[config.mk]
export PLATFORM = sky130hd
export DESIGN_NAME = mem_cache_dm_flat
export DESIGN_NICKNAME = d
export VERILOG_FILES = /design/src/rtl/mem_cache_dm_pkg.sv /design/src/rtl/mem_cache_dm_if.sv /design/src/rtl/mem_cache_tag_ram.sv /design/src/rtl/mem_cache_dm.sv /design/src/flat_wrapper.sv
export SDC_FILE = /design/constraint.sdc
export NUM_CORES = 1
export LEC_CHECK = 0
export BUFFER_PORTS_ARGS = -buffer_cell sky130_fd_sc_hd__buf_2
export CELL_PAD_IN_SITES_DETAIL_PLACEMENT = 1
export CELL_PAD_IN_SITES_GLOBAL_PLACEMENT = 2
export CORE_MARGIN = 2
export CORE_UTILIZATION = 25
export CTS_BUF_LIST = sky130_fd_sc_hd__clkbuf_4 sky130_fd_sc_hd__clkbuf_8 sky130_fd_sc_hd__clkbuf_16
export CTS_CLUSTER_SIZE = 20
export DETAILED_ROUTE_END_ITERATION = 7
export GPL_ROUTABILITY_DRIVEN = 0
export PLACE_DENSITY = 0.48
export SLEW_MARGIN = 20
export SYNTH_ARGS = -nofsm -noshare
export SYNTH_HDL_FRONTEND = slang
export SYNTH_SLANG_ARGS = --single-unit
export TNS_END_PERCENT = 5
[constraint.sdc]
create_clock -name clk -period 4.6 [get_ports clk]
set_input_delay 0 -clock clk [delete_from_list [all_inputs] [get_ports clk]]
set_output_delay 0 -clock clk [all_outputs]
set_load 0.01 [all_outputs]
[src/rtl/mem_cache_dm_pkg.sv]
// Shared constants and types for the direct-mapped write-through cache slice.
package mem_cache_dm_pkg;

  localparam int data_width          = 32;
  localparam int addr_width          = 16;
  localparam int mem_simulated_delay = 4;

  typedef enum logic [2:0] {
    ST_IDLE,
    ST_ISSUE_RD,
    ST_ISSUE_WR,
    ST_WAIT_RD,
    ST_WAIT_WR,
    ST_RESP
  } mem_cache_state_e;

  // Byte address with the in-word offset cleared.
  function automatic logic [addr_width-1:0] word_align(input logic [addr_width-1:0] a);
    return a & {{(addr_width-2){1'b1}}, 2'b00};
  endfunction

endpackage

[src/rtl/mem_cache_dm_if.sv]
// Request/busy/ack bus shared by the core side and the mem_delayed side.
interface mem_cache_dm_if;
  import mem_cache_dm_pkg::*;

  logic                  rd_req;
  logic                  wr_req;
  logic [addr_width-1:0] addr;
  logic [data_width-1:0] wr_data;
  logic [data_width-1:0] rd_data;
  logic                  busy;
  logic                  ack;

  modport master (output rd_req, wr_req, addr, wr_data, input rd_data, busy, ack);
  modport slave  (input rd_req, wr_req, addr, wr_data, output rd_data, busy, ack);

endinterface

[src/rtl/mem_cache_tag_ram.sv]
// Per-line valid/tag/data storage: combinational lookup, synchronous fill, valid clear on rst.
module mem_cache_tag_ram
  import mem_cache_dm_pkg::*;
#(
  parameter int num_lines = 16,
  parameter int index_w   = $clog2(num_lines),
  parameter int tag_w     = addr_width - 2 - index_w
) (
  input  logic                  clk,
  input  logic                  rst,
  input  logic [index_w-1:0]    rd_index,
  output logic                  rd_valid,
  output logic [tag_w-1:0]      rd_tag,
  output logic [data_width-1:0] rd_data,
  input  logic                  wr_en,
  input  logic [index_w-1:0]    wr_index,
  input  logic [tag_w-1:0]      wr_tag,
  input  logic [data_width-1:0] wr_data
);

  logic [num_lines-1:0]  valid;
  logic [tag_w-1:0]      tags  [num_lines];
  logic [data_width-1:0] words [num_lines];

  assign rd_valid = valid[rd_index];
  assign rd_tag   = tags[rd_index];
  assign rd_data  = words[rd_index];

  always_ff @(posedge clk) begin
    if (rst) begin
      valid <= '0;
    end else if (wr_en) begin
      valid[wr_index] <= 1'b1;
    end
  end

  // NOTE: tag and data arrays are intentionally left out of reset; a clear valid bit makes their contents irrelevant.
  always_ff @(posedge clk) begin
    if (wr_en) begin
      tags[wr_index]  <= wr_tag;
      words[wr_index] <= wr_data;
    end
  end

endmodule

[src/rtl/mem_cache_dm.sv]
// Direct-mapped, write-through, one-word-per-line cache in front of mem_delayed.
// Optional hit/miss counters are built when MEM_CACHE_STATS_EN is defined.
module mem_cache_dm
  import mem_cache_dm_pkg::*;
#(
  parameter int num_lines = 16
) (
  input  logic           clk,
  input  logic           rst,
  mem_cache_dm_if.slave  core,
  mem_cache_dm_if.master mem
`ifdef MEM_CACHE_STATS_EN
  ,
  output logic [31:0]    hit_count,
  output logic [31:0]    miss_count
`endif
);

  localparam int index_w = $clog2(num_lines);
  localparam int tag_w   = addr_width - 2 - index_w;

  mem_cache_state_e state, state_next;

  logic [index_w-1:0]    req_index, fill_index, ram_index;
  logic [tag_w-1:0]      req_tag, fill_tag, ram_tag;
  logic [data_width-1:0] ram_data;
  logic                  ram_we;

  logic                  lk_valid;
  logic [tag_w-1:0]      lk_tag;
  logic [data_width-1:0] lk_data;

  logic                  accept, is_write, rd_hit;
  logic [addr_width-1:0] mem_addr_q;
  logic [data_width-1:0] mem_wr_data_q, rd_data_q;

  assign req_index  = core.addr[index_w+1:2];
  assign req_tag    = core.addr[addr_width-1:index_w+2];
  assign fill_index = mem_addr_q[index_w+1:2];
  assign fill_tag   = mem_addr_q[addr_width-1:index_w+2];

  // RESP has busy low, so a back-to-back request is taken there as well as in IDLE.
  assign accept   = ((state == ST_IDLE) || (state == ST_RESP)) && (core.rd_req || core.wr_req);
  assign is_write = core.wr_req;
  assign rd_hit   = lk_valid && (lk_tag == req_tag);

  mem_cache_tag_ram #(.num_lines(num_lines)) u_tag_ram (
    .clk      (clk),
    .rst      (rst),
    .rd_index (req_index),
    .rd_valid (lk_valid),
    .rd_tag   (lk_tag),
    .rd_data  (lk_data),
    .wr_en    (ram_we),
    .wr_index (ram_index),
    .wr_tag   (ram_tag),
    .wr_data  (ram_data)
  );

  always_comb begin
    // NOTE: every signal written here gets a default first, so no path through the case can infer a latch.
    state_next = state;
    ram_we     = 1'b0;
    ram_index  = req_index;
    ram_tag    = req_tag;
    ram_data   = core.wr_data;
    mem.rd_req = 1'b0;
    mem.wr_req = 1'b0;
    unique case (state)
      ST_IDLE, ST_RESP: begin
        state_next = ST_IDLE;
        if (accept) begin
          if (is_write) begin
            // Write-allocate: lines hold one word and memory is write-through, so overwriting is always safe.
            ram_we     = 1'b1;
            state_next = ST_ISSUE_WR;
          end else if (rd_hit) begin
            state_next = ST_RESP;
          end else begin
            state_next = ST_ISSUE_RD;
          end
        end
      end
      ST_ISSUE_RD: begin
        if (!mem.busy) begin
          mem.rd_req = 1'b1;
          state_next = ST_WAIT_RD;
        end
      end
      ST_ISSUE_WR: begin
        if (!mem.busy) begin
          mem.wr_req = 1'b1;
          state_next = ST_WAIT_WR;
        end
      end
      ST_WAIT_RD: begin
        if (mem.ack) begin
          ram_we     = 1'b1;
          ram_index  = fill_index;
          ram_tag    = fill_tag;
          ram_data   = mem.rd_data;
          state_next = ST_RESP;
        end
      end
      ST_WAIT_WR: begin
        if (mem.ack) begin
          state_next = ST_RESP;
        end
      end
      default: state_next = ST_IDLE;
    endcase
  end

  // NOTE: sequential state uses <= so every flop samples pre-edge values regardless of statement order.
  always_ff @(posedge clk) begin
    if (rst) begin
      state         <= ST_IDLE;
      mem_addr_q    <= '0;
      mem_wr_data_q <= '0;
      rd_data_q     <= '0;
    end else begin
      state <= state_next;
      if (accept) begin
        mem_addr_q    <= word_align(core.addr);
        mem_wr_data_q <= core.wr_data;
      end
      if (accept && !is_write && rd_hit) begin
        rd_data_q <= lk_data;
      end else if ((state == ST_WAIT_RD) && mem.ack) begin
        rd_data_q <= mem.rd_data;
      end
    end
  end

  assign core.busy    = (state == ST_ISSUE_RD) || (state == ST_ISSUE_WR) ||
                        (state == ST_WAIT_RD)  || (state == ST_WAIT_WR);
  assign core.ack     = (state == ST_RESP);
  assign core.rd_data = rd_data_q;
  assign mem.addr     = mem_addr_q;
  assign mem.wr_data  = mem_wr_data_q;

`ifdef MEM_CACHE_STATS_EN
  // Read-only statistics; both counters stick at all-ones rather than wrapping.
  always_ff @(posedge clk) begin
    if (rst) begin
      hit_count  <= '0;
      miss_count <= '0;
    end else if (accept && !is_write) begin
      if (rd_hit) begin
        if (hit_count != 32'hFFFF_FFFF) hit_count <= hit_count + 32'd1;
      end else begin
        if (miss_count != 32'hFFFF_FFFF) miss_count <= miss_count + 32'd1;
      end
    end
  end
`endif

endmodule

[src/flat_wrapper.sv]
// flat-port wrapper written by rule: the top's interface ports become plain ports
module mem_cache_dm_flat import mem_cache_dm_pkg::*;
#(
  parameter int num_lines = 16
)
  (clk, rst, core_rd_req, core_wr_req, core_addr, core_wr_data, core_rd_data, core_busy, core_ack, mem_rd_req, mem_wr_req, mem_addr, mem_wr_data, mem_rd_data, mem_busy, mem_ack);
  mem_cache_dm_if core_i ();
  mem_cache_dm_if mem_i ();
  input  logic clk;
  input  logic rst;
  input wire logic [$bits(core_i.rd_req)-1:0] core_rd_req;
  input wire logic [$bits(core_i.wr_req)-1:0] core_wr_req;
  input wire logic [$bits(core_i.addr)-1:0] core_addr;
  input wire logic [$bits(core_i.wr_data)-1:0] core_wr_data;
  output wire logic [$bits(core_i.rd_data)-1:0] core_rd_data;
  output wire logic [$bits(core_i.busy)-1:0] core_busy;
  output wire logic [$bits(core_i.ack)-1:0] core_ack;
  output wire logic [$bits(mem_i.rd_req)-1:0] mem_rd_req;
  output wire logic [$bits(mem_i.wr_req)-1:0] mem_wr_req;
  output wire logic [$bits(mem_i.addr)-1:0] mem_addr;
  output wire logic [$bits(mem_i.wr_data)-1:0] mem_wr_data;
  input wire logic [$bits(mem_i.rd_data)-1:0] mem_rd_data;
  input wire logic [$bits(mem_i.busy)-1:0] mem_busy;
  input wire logic [$bits(mem_i.ack)-1:0] mem_ack;
  assign core_i.rd_req = core_rd_req;
  assign core_i.wr_req = core_wr_req;
  assign core_i.addr = core_addr;
  assign core_i.wr_data = core_wr_data;
  assign core_rd_data = core_i.rd_data;
  assign core_busy = core_i.busy;
  assign core_ack = core_i.ack;
  assign mem_rd_req = mem_i.rd_req;
  assign mem_wr_req = mem_i.wr_req;
  assign mem_addr = mem_i.addr;
  assign mem_wr_data = mem_i.wr_data;
  assign mem_i.rd_data = mem_rd_data;
  assign mem_i.busy = mem_busy;
  assign mem_i.ack = mem_ack;
  mem_cache_dm #(.num_lines(num_lines)) u_core (.clk(clk), .rst(rst), .core(core_i), .mem(mem_i));
endmodule
-- Word-level counts from Yosys, hierarchy flattened
Memory sizes are Yosys's and may differ from the RTL's.
Index checks and enable logic that the tools add are counted.
- bitwise gates (word level): 1
- $lt $le $gt $ge: 3
- reductions and logical operators: 17
- eq/ne operators: 9
- mux-type cells: 28
- operator list (kind ; count):
    $mux 32 ; 4
    $mux 10 ; 2
    $mux 3 ; 6
    $or 16x16->16 ; 1
    $pmux 3 s4 ; 1
    $eq 10x10->1 ; 1
    $lt 4x5->1 const B ; 2
    $mux 1 ; 10
    $mux 4 ; 2
    $eq 3x2->1 const B ; 2
    $eq 3x3->1 const B ; 2
    $logic_and 1x1->1 ; 6
    $logic_or 1x1->1 ; 5
    $bmux 1 s4 ; 1
    $demux 1 s4 ; 1
    $ge 4x1->1 const B ; 1
    $ne 2x2->1 const B ; 2
    $reduce_or 2->1 ; 2
    $eq 3x1->1 const B ; 1
    $logic_not 3->1 ; 1
    $reduce_and 3->1 ; 1
    $ne 2x1->1 const B ; 1
    $pmux 1 s2 ; 1
    $reduce_bool 2->1 ; 1
    $logic_not 1->1 ; 1
- flip-flop bits (word level): 97
- RAM bits: 672
- output and inout port bits: 84
- input port bits: 86
- memories kept: 2
- word-level logic and storage cells: 65
- memory list (memory ; words ; bits a word ; read ports ; clocked after memory_dff ; wr ports ; RTL line ; text):
    u_core.u_tag_ram.words ; 16 ; 32 ; 1 ; 0 ; 1 ; mem_cache_tag_ram.sv:23 ; logic [data_width-1:0] words [num_lines];
    u_core.u_tag_ram.tags ; 16 ; 10 ; 1 ; 0 ; 1 ; mem_cache_tag_ram.sv:22 ; logic [tag_w-1:0] tags [num_lines];

-- Logic depth before layout (Yosys ltp)
Gate-level depths: netlist (run 1).
- depth in word-level cells: 7
- gate-level depth with buffers: 11

-- Cells and area by module
Synthesis (run 1) repeated with hierarchy kept, for this count alone.
- cells, all modules: 1696
- area total of the unflattened synthesis: 30101.4 µm²
- by module, submodules not included (module ; area each (µm²) ; sequential area each (µm²) ; times used ; cells an instance):
    mem_cache_tag_ram ; 25827.3 ; 20499.7 ; 1 ; 1116
    mem_cache_dm ; 4274.1 ; 1621.6 ; 1 ; 580

-- Least setup slack after synthesis (run 1)
Ideal clock, no wire load.
- path kind: input port to flip-flop
- start: input port core_addr[3]
- end: memory u_core.u_tag_ram.tags[10][0] in the netlist's numbering (enable)
- required time: 4.157 ns
- setup slack: 0.848 ns
- arrival time: 3.309 ns
- setup time: 0.443 ns
- cell stages on the path: 7
- cells stage by stage: buf_4 > buf_2 > buf_4 > buf_1 > a21oi_1 > o32a_1 > nor2_1
- word-level cells in the longest chain between the ends: 2
- RTL lines (item ; RTL line ; text):
    start, declared ; flat_wrapper.sv:13 ; input wire logic [$bits(core_i.addr)-1:0] core_addr;
    $mux 4 ; mem_cache_dm.sv:97 ; if (mem.ack) begin
    $mux 4 (*) ; mem_cache_dm.sv:69 ; unique case (state)
    end, declared ; mem_cache_tag_ram.sv:22 ;
Every way passes the cells marked *; elsewhere a longest branch is shown, timed or not.

-- Worst setup path after layout (run 1)
- start: input port core_addr[4]
- end: register u_core.rd_data_q[14], in the netlist u_core.core.rd_data[14]
- word-level cells in the longest chain between the ends: 5
- elaborated cells between the ends (all ways): 9
- those cells by class: eq/ne (1); mux (3); reduce/logical (3); memory (2)
- RTL lines (item ; RTL line ; text):
    $mem_v2 16x10 / $bmux 1 s4 (equally long branches) ; -- ;
    $eq 10x10->1 / $mux 1 (equally long branches) ; mem_cache_dm.sv:45, mem_cache_tag_ram.sv:25 ;
    $logic_and 1x1->1 ; mem_cache_dm.sv:45 ; assign rd_hit = lk_valid && (lk_tag == req_tag);
    $logic_and 1x1->1 ; mem_cache_dm.sv:127 ; if (accept && !is_write && rd_hit) begin
    $mux 32 / $reduce_bool 2->1 (equally long branches) ; -- ;
    end signal, assigned ; mem_cache_dm.sv:128 ; rd_data_q <= lk_data;
    end signal, assigned ; mem_cache_dm.sv:130 ; rd_data_q <= mem.rd_data;
    end, declared ; mem_cache_dm.sv:35 ; logic [data_width-1:0] mem_wr_data_q, rd_data_q;
Parallel ways exist; a longest one is shown, timed or not. The select of a mux whose other input is x is not followed.
A chain may end at the register's enable or synchronous reset.

==> results.tsv, run 1 <==
metric	value	unit
GR Overflow Total	0	
Critical-path top delay cell	buf_4	
Cell Chain, Critical Path	dlygate4sd3_1 > buf_6 > buf_4 > mux4_2 > mux2_2 > o211ai_1 > o31ai_1 > and4_1 > nand2_2 > buf_4 > a311oi_2 > dlygate4sd3_1	
pwr dens	434	mW/mm^2
commonest register cell after synthesis	edfxtp_1	
Clock transition at path regs	0.06	ns
commonest cells after routing, fill and taps aside	edfxtp_1 (672), nand2_1 (266), mux4_2 (206)	
Die Span X	351	um
vias in the first global route	18504	
Critical Path Fanout Max	46	
CP Capture Type	flop	
fin crit period	4.05	ns
LEAKAGE	12.4	nW
# fillers	12348	
WL per Instance	24.6	um
most common cell after layout, fill and taps aside	edfxtp_1	
Die ar.	0.123	mm^2
post-layout util	0.312	
Async SR Flop Fraction	0	
hold depth	6	
WP depth	12	
met1 Use GR	0.193	
Worst Hold Class	input pin to flop	
Max H-tree Level	3	
Initial Util	0.251	
unrepaired setup endpoints after global routing	no	
WS Path Type	input pin to flop	
Buf/Inv on CP	5	
Worst path max stage delay	0.70	ns
Yosys reg bits	769	
Simple-Gate Fraction of Synth Area	0.0533	
Post-CTS Repair Setup Buffers	0	
CTS Buffer Depth	3	
delay-heaviest family, CP	buffers and inverters	
Rel. slew slack	0.332	
initial antenna violation count	4	
first-pass GRT wire length	130000	um
final WL	89800	um
final HPWL from detailed placement	52400	um
post-CTS sizing	0	
CTS tree	yes	
clk sinks	769	
smallest hold slack	0.130	ns
status	finished, final reports clean	
share of synthesized area spent on multiplexers	0.158	
area added between synthesis and finish	24.0	%
GRT Total Usage	0.147	
EDFF count, synth	672	
cells after synthesis	1622	
crit path launch type	input pin	
Slew Limit Fails	0	
Fin Setup TNS	0	ns
largest net degree at the start of global routing	55	
io pins	170	
Synth Area in Compound Gates	0.0343	
chip height	351	um
worst skew pair latency	0.65	ns
starting DRC count in detailed routing	1012	
via count	16423	
Critical Path RT	5.14	ns
CTS Buf Count	90	
grt met2 use	0.254	
Worst R2R Setup Slack	0.73	ns
Root Buffer	clkbuf_16	
Worst VDD drop	0.257	mV
mapped cell area	0.0301	mm^2
Syn Area/Cell	18.6	um^2
Highest Clock Rate	247	MHz
layout cells sized above 1	0.311	
storage element area	0.0221	mm^2
PortBufs	165	
Adder-Cell Fraction of Synth Area	0	
multi-input gate area in the final layout	0.00767	mm^2
Site Rows	127	
most used routing layer	met2	
MaxCap Viol Count	0	
Synth cell types	52	
Crit path arrival time	4.59	ns
FF-to-FF path depth	9	
met3 Usage GRT	0.0215	
drc violations	0	
number of detailed-route iterations in the first pass	5	
Nets	2050	
XOR/XNOR share of the synthesized area	0.00407	
vias per cell	4.50	
Ys Warns	0	
Setup violations, final	0	
total power draw	16.2	mW
post-synthesis sequential area ratio	0.734	
period utilisation layout	0.880	
Worst Tran Pin Value	1.00	ns
clock skew	0.0266	ns
Hold Fails Final Rpt	0	
largest family of logic cells by synthesized area	multiplexers	
Core Area	0.120	mm^2
antenna viol nets, final	0	
## metal layers
metal | vias up | share of wire
met5 | - | 0
met1 | 8868 | 0.44
met2 | 292 | 0.50
li1 | 7165 | -
met4 | 0 | 0.020
met3 | 98 | 0.034
## cells in the mapped netlist, types with 2 or more instances
library cell	number	area share
edfxtp_1	672	0.67
nand2_1	266	0.033
mux4_2	206	0.15
dfxtp_1	97	0.064
a21oi_1	61	0.010
clkbuf_1	52	0.0065
nor2_1	49	0.0061
nor3_1	32	0.0053
a311oi_2	30	0.015
buf_2	20	0.0033
buf_1	19	0.0024
xnor2_1	11	0.0032
mux2i_1	10	0.0033
nor2b_1	10	0.0021
buf_4	8	0.0020
o21ai_0	6	0.0010
a211oi_1	5	0.0012
and3_1	4	0.00083
buf_6	4	0.0015
nand2b_1	4	0.00083
a31oi_1	3	0.00062
inv_1	3	0.00037
nand4_1	3	0.00062
nor3b_1	3	0.00075
nor4_1	3	0.00062
o21a_1	3	0.00075
xor2_1	3	0.00087
a22oi_1	2	0.00050
a311oi_1	2	0.00058
a32oi_1	2	0.00058
and2_1	2	0.00042
and4_1	2	0.00058
mux2_2	2	0.00075
nand3b_1	2	0.00050
nor4b_1	2	0.00058
o21ba_2	2	0.00066
o31ai_1	2	0.00050
## layout make-up
class	instances	area share
clock inverters	49	0.00944
inverters	3	0.000301
multi-input cells	748	0.205
well taps	1612	0.0540
clock buffers	116	0.0668
flip-flops and latches	769	0.592
diodes	1	0.0000670
repair buffers	352	0.0721
## cell families (layout without fill, tap and decap cells)
kind of cell / after synthesis / after routing
DFF: 769 / 769
buffers and inverters: 106 / 520
and+or+nand+nor: 386 / 386
muxes: 218 / 218
AOI/OAI and AO/OA: 128 / 128
xor gates and xnor gates: 14 / 14
other: 1 / 3
## state kept, by name, indices dropped and copies added (netlist names)
signal                  flops
u_core.u_tag_ram.words    512
u_core.state                3
u_core.core.rd_data        32
u_core.u_tag_ram.tags     160
u_core.mem.wr_data         32
u_core.u_tag_ram.valid     16
u_core.mem.addr            14
## through the flow
stage	cell area, um^2	std cells	worst slack (ns)
4_1_cts	37300	3648	0.516
3_3_place_gp	33200	3357	0.896
5_1_grt	37400	3649	0.184
3_5_place_dp	33200	3357	0.850
6_report	37400	3650	0.550
2_1_floorplan	30100	1623	0.848
## final timing paths
path / from / endpoint
hold reg to reg: u_core.mem.wr_data[0] / u_core.mem.wr_data[0]
hold / removal: core_rd_req / u_core.state[0]
setup reg to reg: u_core.state[0] / u_core.core.rd_data[25]
setup / recovery: core_addr[4] / u_core.core.rd_data[14]
## tightest hold or removal path, cell delays in order
cell,delay (ns)
buf_2,0.13
nor2b_1,0.15
nor2b_1,0.14
o21ai_0,0.15
o21a_1,0.13
nor2_1,0.04
## power breakdown
part           switching [mW]  total [mW]  internal, mW
combinational           0.877        1.42         0.546
clock                    2.88        6.88          4.00
sequential             0.0993        7.91          7.81
## repair_timing
item | 4_1_cts | 5_1_grt
hold endpoints to repair | 80 | 0
setup endpoints to repair | 0 | 0
hold buffers | 126 | 0
Power figures use the tool's default switching activity.
==> run 2, diff against run 1 <==
- CORE_UTILIZATION: 25 -> 35
- PLACE_DENSITY: 0.48 -> 0.62
==> run 2 against run 1 <==
Against the previous run:
- wire length fell by 9.1%
- die area down 28%
- sequential cell count stayed put
- final area is 2.0% lower
- via count decreased by 1.1%
- cell count fell by 14%
- critical endpoint is now u_core.core.rd_data[18]
- global-route usage is 3.9 points higher
- combinational power fell by 4%
- largest cell class unchanged
- sequential share of layout area grew 1.2 points
- clock power grew 3.8%
==> results.tsv, run 2 (synthesis gave the netlist of run 1 again) <==
metric	value	unit	change
Critical Path Fanout Max	64		was 46
Fin Setup TNS	0	ns	unchanged
Highest Clock Rate	243	MHz	was 247 MHz
post-CTS sizing	0		unchanged
Largest regs	u_core.u_tag_ram.words: 512 flops, u_core.u_tag_ram.tags: 160 flops		unchanged
Nets	2015		was 2050
CTS tree	yes		unchanged
fin crit period	4.11	ns	was 4.05 ns
status	finished, final reports clean		unchanged
final cell count without fillers	3147		was 3650
initial antenna violation count	1		was 4
final WL	81600	um	was 89800 um
Top reg by flops	u_core.u_tag_ram.words		unchanged
Worst Hold Class	input pin to flop		unchanged
cell area after layout	0.0366	mm^2	was 0.0374 mm^2
max reg flops	512		unchanged
layout cells sized above 1	0.314		was 0.311
Hold Fails Final Rpt	0		unchanged
antenna viol nets, final	0		unchanged
FF-to-FF path depth	7		was 9
most used routing layer	met2		unchanged
met1 Use GR	0.254		was 0.193
commonest cells after routing, fill and taps aside	edfxtp_1 (672), nand2_1 (266), mux4_2 (206)		unchanged
io pins	170		unchanged
chip height	297	um	was 351 um
delay-heaviest family, CP	buffers and inverters		unchanged
clk sinks	769		unchanged
placed cell area	0.0325	mm^2	was 0.0332 mm^2
Critical-path top delay cell	mux4_2		was buf_4
period utilisation layout	0.894		was 0.880
most common cell after layout, fill and taps aside	edfxtp_1		unchanged
WL per Instance	25.9	um	was 24.6 um
clock skew	0.0272	ns	was 0.0266 ns
met3 Usage GRT	0.0337		was 0.0215
final HPWL from detailed placement	46300	um	was 52400 um
WS Path Type	input pin to flop		unchanged
Clock transition at path regs	0.06	ns	about the same
starting DRC count in detailed routing	1243		was 1012
Initial Util	0.353		was 0.251
crit path launch type	input pin		unchanged
CTS Buffer Depth	3		unchanged
via count	16247		was 16423
Core Area	0.0853	mm^2	was 0.120 mm^2
Die ar.	0.0884	mm^2	was 0.123 mm^2
first-pass GRT wire length	122000	um	was 130000 um
GR Overflow Total	0		unchanged
Worst VDD drop	0.261	mV	was 0.257 mV
GRT Total Usage	0.186		was 0.147
MaxCap Viol Count	0		unchanged
number of detailed-route iterations in the first pass	5		unchanged
Worst Tran Pin Value	1.09	ns	was 1.00 ns
Antenna diodes	0		was 1
WP depth	12		unchanged
Placed Cells	2877		was 3357
drc violations	0		unchanged
unrepaired setup endpoints after global routing	no		unchanged
total power draw	16.4	mW	was 16.2 mW
LEAKAGE	12.2	nW	was 12.4 nW
Rel. slew slack	0.270		was 0.332
Worst path max stage delay	0.58	ns	was 0.70 ns
Die Span X	297	um	was 351 um
Cell Chain, Critical Path	dlygate4sd3_1 > buf_8 > buf_4 > mux4_2 > nor3b_1 > nor4_1 > a31oi_1 > nand4_1 > buf_4 > nor3_1 > a311oi_2 > dlygate4sd3_1		was dlygate4sd3_1 > buf_6 > buf_4 > mux4_2 > mux2_2 > o211ai_1 > o31ai_1 > and4_1 > nand2_2 > buf_4 > a311oi_2 > dlygate4sd3_1
Place WS	0.904	ns	was 0.850 ns
vias in the first global route	17788		was 18504
pwr dens	448	mW/mm^2	was 434 mW/mm^2
worst skew pair latency	0.64	ns	was 0.65 ns
area added between synthesis and finish	21.5	%	was 24.0%
Slew Limit Fails	0		unchanged
Setup violations, final	0		unchanged
Critical Path RT	5.11	ns	was 5.14 ns
setup ws final	0.488	ns	was 0.550 ns
largest net degree at the start of global routing	65		was 55
grt met2 use	0.308		was 0.254
PortBufs	165		unchanged
Site Rows	107		was 127
Buf/Inv on CP	5		unchanged
hold depth	6		unchanged
Crit path arrival time	4.62	ns	was 4.59 ns
CP Capture Type	flop		unchanged
CTS Buf Count	87		was 90
Root Buffer	clkbuf_16		unchanged
vias per cell	5.16		was 4.50
Max H-tree Level	3		unchanged
-- run 2: changes by cell type in the layout (fill, tap and decap cells not counted), moves of 2 or more --
cell           before  now
buf_12             10    8
buf_4              54   42
clkinv_2           17   11
bufinv_16           3    7
clkinv_1           20    9
clkinv_4            0    3
clkbuf_8            5    9
clkbuf_4           20   24
dlygate4sd3_1     126  107
-- run 2: worst reg2reg max path, stage by stage, from the launching register on --
cell,delay [ns]
dfxtp_1,0.66
xor2_1,0.16
nor2b_1,0.33
nand2b_1,0.14
nand2_1,0.15
a21oi_1,0.29
nor2_4,0.91
buf_4,0.56
-- run 2: final cells by class --
type | instances | area (um^2)
clock buffers | 125 | 2610
clock inverters | 38 | 399
fillers | 8192 | 48700
inverters | 3 | 11.3
multi-input cells | 748 | 7670
flip-flops and latches | 769 | 22100
well taps | 1144 | 1430
repair buffers | 320 | 2380
-- run 2: metal layers --
| metal | up-vias | routed length (um) |
|---|---|---|
| li1 | 7093 | - |
| met1 | 8682 | 36300 |
| met2 | 371 | 40000 |
| met3 | 101 | 3640 |
| met4 | 0 | 1680 |
| met5 | - | 0 |
-- run 2: path summary, 6_finish.rpt --
path | start | end | slack (ns)
setup / recovery | core_addr[2] | u_core.core.rd_data[18] | 0.49
hold / removal | core_rd_req | u_core.state[0] | 0.14
setup reg to reg | u_core.state[0] | u_core.u_tag_ram.words[12][5] | 1.01
hold reg to reg | u_core.mem.wr_data[26] | u_core.mem.wr_data[26] | 0.45
-- run 2: where the power goes --
part | total (mW) | switching [mW] | internal [mW]
sequential | 7.90 | 0.0917 | 7.81
combinational | 1.36 | 0.846 | 0.518
clock | 7.14 | 2.79 | 4.35
-- run 2: metrics by stage --
step,utilization,hold slack (ns)
after detailed placement,0.382,0.264
after floorplan,-,0.0504
after global routing,0.429,0.178
after global placement,0.382,0.255
final,0.429,0.142
after CTS,0.429,0.102
-- run 2: timing repair --
| action | CTS | global route |
|---|---|---|
| endpoints found under the setup margin | 0 | 0 |
| hold buffers | 107 | 0 |
| endpoints found under the hold margin | 80 | 0 |
| buffers inserted | 0 | 0 |
==> run 3, diff against run 2 <==
- ABC_AREA: default -> 1
- PLACE_DENSITY: 0.62 -> 0.68
==> run 3 against run 2 <==
Against the previous run:
- cell count up 35%
- sequential power increased by 4.4%
- maximum frequency is 15% higher
- die area up 3.7%
- count of clock-buffer cells in the layout decreased by 8
- final area is 2.2% higher
- via count up 38%
- global-route usage grew 3.3 points
- sequential cell count unchanged
- hold slack worse by 0.034 ns
- highest routed layer unchanged
==> results.tsv, run 3 <==
metric	value	unit	change
status	finished, final reports clean		unchanged
Slew Limit Fails	0		unchanged
Die ar.	0.0917	mm^2	was 0.0884 mm^2
smallest hold slack	0.107	ns	was 0.142 ns
share of the synthesized area in the top cell type	0.646		was 0.670
final HPWL from detailed placement	55500	um	was 46300 um
CP Capture Type	flop		unchanged
PortBufs	165		unchanged
Critical Path RT	5.12	ns	was 5.11 ns
Yosys reg bits	769		unchanged
GRT Total Usage	0.220		was 0.186
vias per cell	5.29		was 5.16
FF-to-FF path depth	15		was 7
dominant cell by count in the synthesized netlist	edfxtp_1		unchanged
Worst Hold Class	input pin to flop		unchanged
Hold Fails Final Rpt	0		unchanged
Crit path arrival time	4.09	ns	was 4.62 ns
mapped cell area	0.0312	mm^2	was 0.0301 mm^2
unrepaired setup endpoints after global routing	no		unchanged
most common cell after layout, fill and taps aside	edfxtp_1		unchanged
critical path's most frequent cell	nand2_1		
first-pass GRT wire length	149000	um	was 122000 um
Buf/Inv on CP	3		was 5
setup ws final	1.03	ns	was 0.488 ns
drc violations	0		unchanged
Die Span X	303	um	was 297 um
pwr dens	469	mW/mm^2	was 448 mW/mm^2
Async SR Flop Fraction	0		unchanged
clk sinks	769		unchanged
clock skew	0.0210	ns	was 0.0272 ns
Synth cell types	32		was 52
post-CTS sizing	0		unchanged
post-synthesis sequential area ratio	0.708		was 0.734
chip height	303	um	was 297 um
starting DRC count in detailed routing	1669		was 1243
number of detailed-route iterations in the first pass	7		was 5
Top reg by flops	u_core.u_tag_ram.words		unchanged
WHS Endpoint	u_core.mem.addr[9]		was u_core.state[0]
Critical Path Fanout Max	11		was 64
WL per Instance	23.8	um	was 25.9 um
Core Area	0.0884	mm^2	was 0.0853 mm^2
min-delay src	core_rd_req		unchanged
WS Path Type	flop to flop		was input pin to flop
Worst Tran Pin Value	0.956	ns	was 1.09 ns
Crit Reg-Reg Endpoint	u_core.core.rd_data[10]		was u_core.u_tag_ram.words[12][5]
initial antenna violation count	1		unchanged
Ys Warns	0		unchanged
CTS Buffer Depth	3		unchanged
largest net degree at the start of global routing	139		was 65
Antenna diodes	0		unchanged
Syn Area/Cell	11.3	um^2	was 18.6 um^2
Fin Setup TNS	0	ns	unchanged
Rel. slew slack	0.362		was 0.270
area leader, netlist	edfxtp_1		unchanged
crit path launch type	flop		was input pin
Place WS	1.15	ns	was 0.904 ns
worst skew pair latency	0.64	ns	about the same
Clock transition at path regs	0.06	ns	about the same
LEAKAGE	13.7	nW	was 12.2 nW
Setup violations, final	0		unchanged
cells after synthesis	2777		was 1622
WP depth	15		was 12
commonest cells after routing, fill and taps aside	edfxtp_1 (672), nand2_1 (530), nor2_1 (355)		was edfxtp_1 (672), nand2_1 (266), mux4_2 (206)
period utilisation layout	0.776		was 0.894
Nets	3096		was 2015
Root Buffer	clkbuf_16		unchanged
final WL	101000	um	was 81600 um
top post-synthesis cells by area	edfxtp_1 (65%), nand2_1 (6.4%), dfxtp_1 (6.2%)		was edfxtp_1 (67%), mux4_2 (15%), dfxtp_1 (6.4%)
via count	22458		was 16247
cts hold-fix bufs	108		was 107
hold depth	5		was 6
Cell Chain, Critical Path	inv_1 > o21ai_1 > o211ai_1 > nor2_1 > nand2_1 > nor2_1 > nand2_1 > nor2_1 > nand2_1 > nor2_4 > buf_4 > nand3_1 > nand2_1 > a21oi_1 > dlygate4sd3_1		was dlygate4sd3_1 > buf_8 > buf_4 > mux4_2 > nor3b_1 > nor4_1 > a31oi_1 > nand4_1 > buf_4 > nor3_1 > a311oi_2 > dlygate4sd3_1
Highest Clock Rate	280	MHz	was 243 MHz
Site Rows	109		was 107
fin crit period	3.57	ns	was 4.11 ns
EDFF count, synth	672		unchanged
Post-CTS Repair Setup Buffers	0		unchanged
top post-synthesis cells by count	edfxtp_1 (672), nand2_1 (530), nor2_1 (372)		was edfxtp_1 (672), nand2_1 (266), mux4_2 (206)
area added between synthesis and finish	19.7	%	was 21.5%
Critical-path top delay cell	dlygate4sd3_1		was mux4_2
Worst R2R Setup Slack	1.03	ns	was 1.01 ns
max reg flops	512		unchanged
CTS Buf Count	86		was 87
Max H-tree Level	3		unchanged
Initial Util	0.354		was 0.353
Worst VDD drop	0.275	mV	was 0.261 mV
reg-to-reg startpoint	u_core.state[2]		was u_core.state[0]
io pins	170		unchanged
Worst path max stage delay	0.57	ns	was 0.58 ns
antenna viol nets, final	0		unchanged
delay-heaviest family, CP	simple AND/OR/NAND/NOR gates		was buffers and inverters
GR Overflow Total	0		unchanged
Largest regs	u_core.u_tag_ram.words: 512 flops, u_core.u_tag_ram.tags: 160 flops		unchanged
commonest register cell after synthesis	edfxtp_1		unchanged
vias in the first global route	23684		was 17788
MaxCap Viol Count	0		unchanged
CTS tree	yes		unchanged
layout cells sized above 1	0.131		was 0.314
==> run 3: area by class of cell <==
class                           instances  area, um^2
Clock buffer                          117        2480
Clock inverter                         38         387
Fill cell                            9452       51000
Inverter                              133         509
Multi-Input combinational cell       1687        7920
Sequential cell                       769       22100
Tap cell                             1165        1460
Timing Repair Buffer                  333        2540
==> run 3: worst min-delay path, cell delays in order <==
cell and delay, ns:
buf_2 0.08, o211ai_1 0.12, buf_4 0.29, nand2_1 0.11
a21oi_1 0.05
==> run 3: cell families (layout without fill, tap and decap cells) <==
kind of cell    after synthesis  after routing  share of synthesized area
buf+inv                     322            621                     0.0435
compound gates              576            576                      0.106
simple gates               1109           1109                      0.142
other cells                   1              2                   0.000120
flops                       769            769                      0.708
==> run 3: power by group <==
| group | internal [mW] | total, mW | switching (mW) |
|---|---|---|---|
| combinational | 0.720 | 2.28 | 1.56 |
| clock | 4.21 | 7.00 | 2.79 |
| sequential | 8.07 | 8.25 | 0.181 |
==> run 3: per-stage QoR <==
stage                util  instances  cell area (um^2)  total power, mW
global route        0.423       4242             37400             18.2
global placement    0.379       3979             33500             10.4
detailed placement  0.379       3979             33500             10.5
floorplan               -       2778             31300             9.56
finish              0.423       4242             37400             17.5
CTS                 0.423       4242             37400             17.7
==> run 3: per-layer routing <==
layer / up-vias / GRT usage / wire length (um)
li1: 10259 / - / -
met1: 11517 / 0.302 / 46700
met2: 545 / 0.365 / 47600
met3: 137 / 0.0340 / 4630
met4: 0 / 0.0541 / 2030
met5: - / 0 / 0
==> run 3: worst max path at each step <==
stage,start,end,slack [ns]
after floorplan,u_core.state[0],u_core.u_tag_ram.tags[0][0],0.83
after global placement,core_addr[3],u_core.core.rd_data[17],1.26
after detailed placement,u_core.state[2],u_core.u_tag_ram.words[14][23],1.15
after CTS,u_core.state[2],u_core.core.rd_data[10],1.01
after global routing,u_core.state[2],u_core.core.rd_data[10],0.74
final,u_core.state[2],u_core.core.rd_data[10],1.03
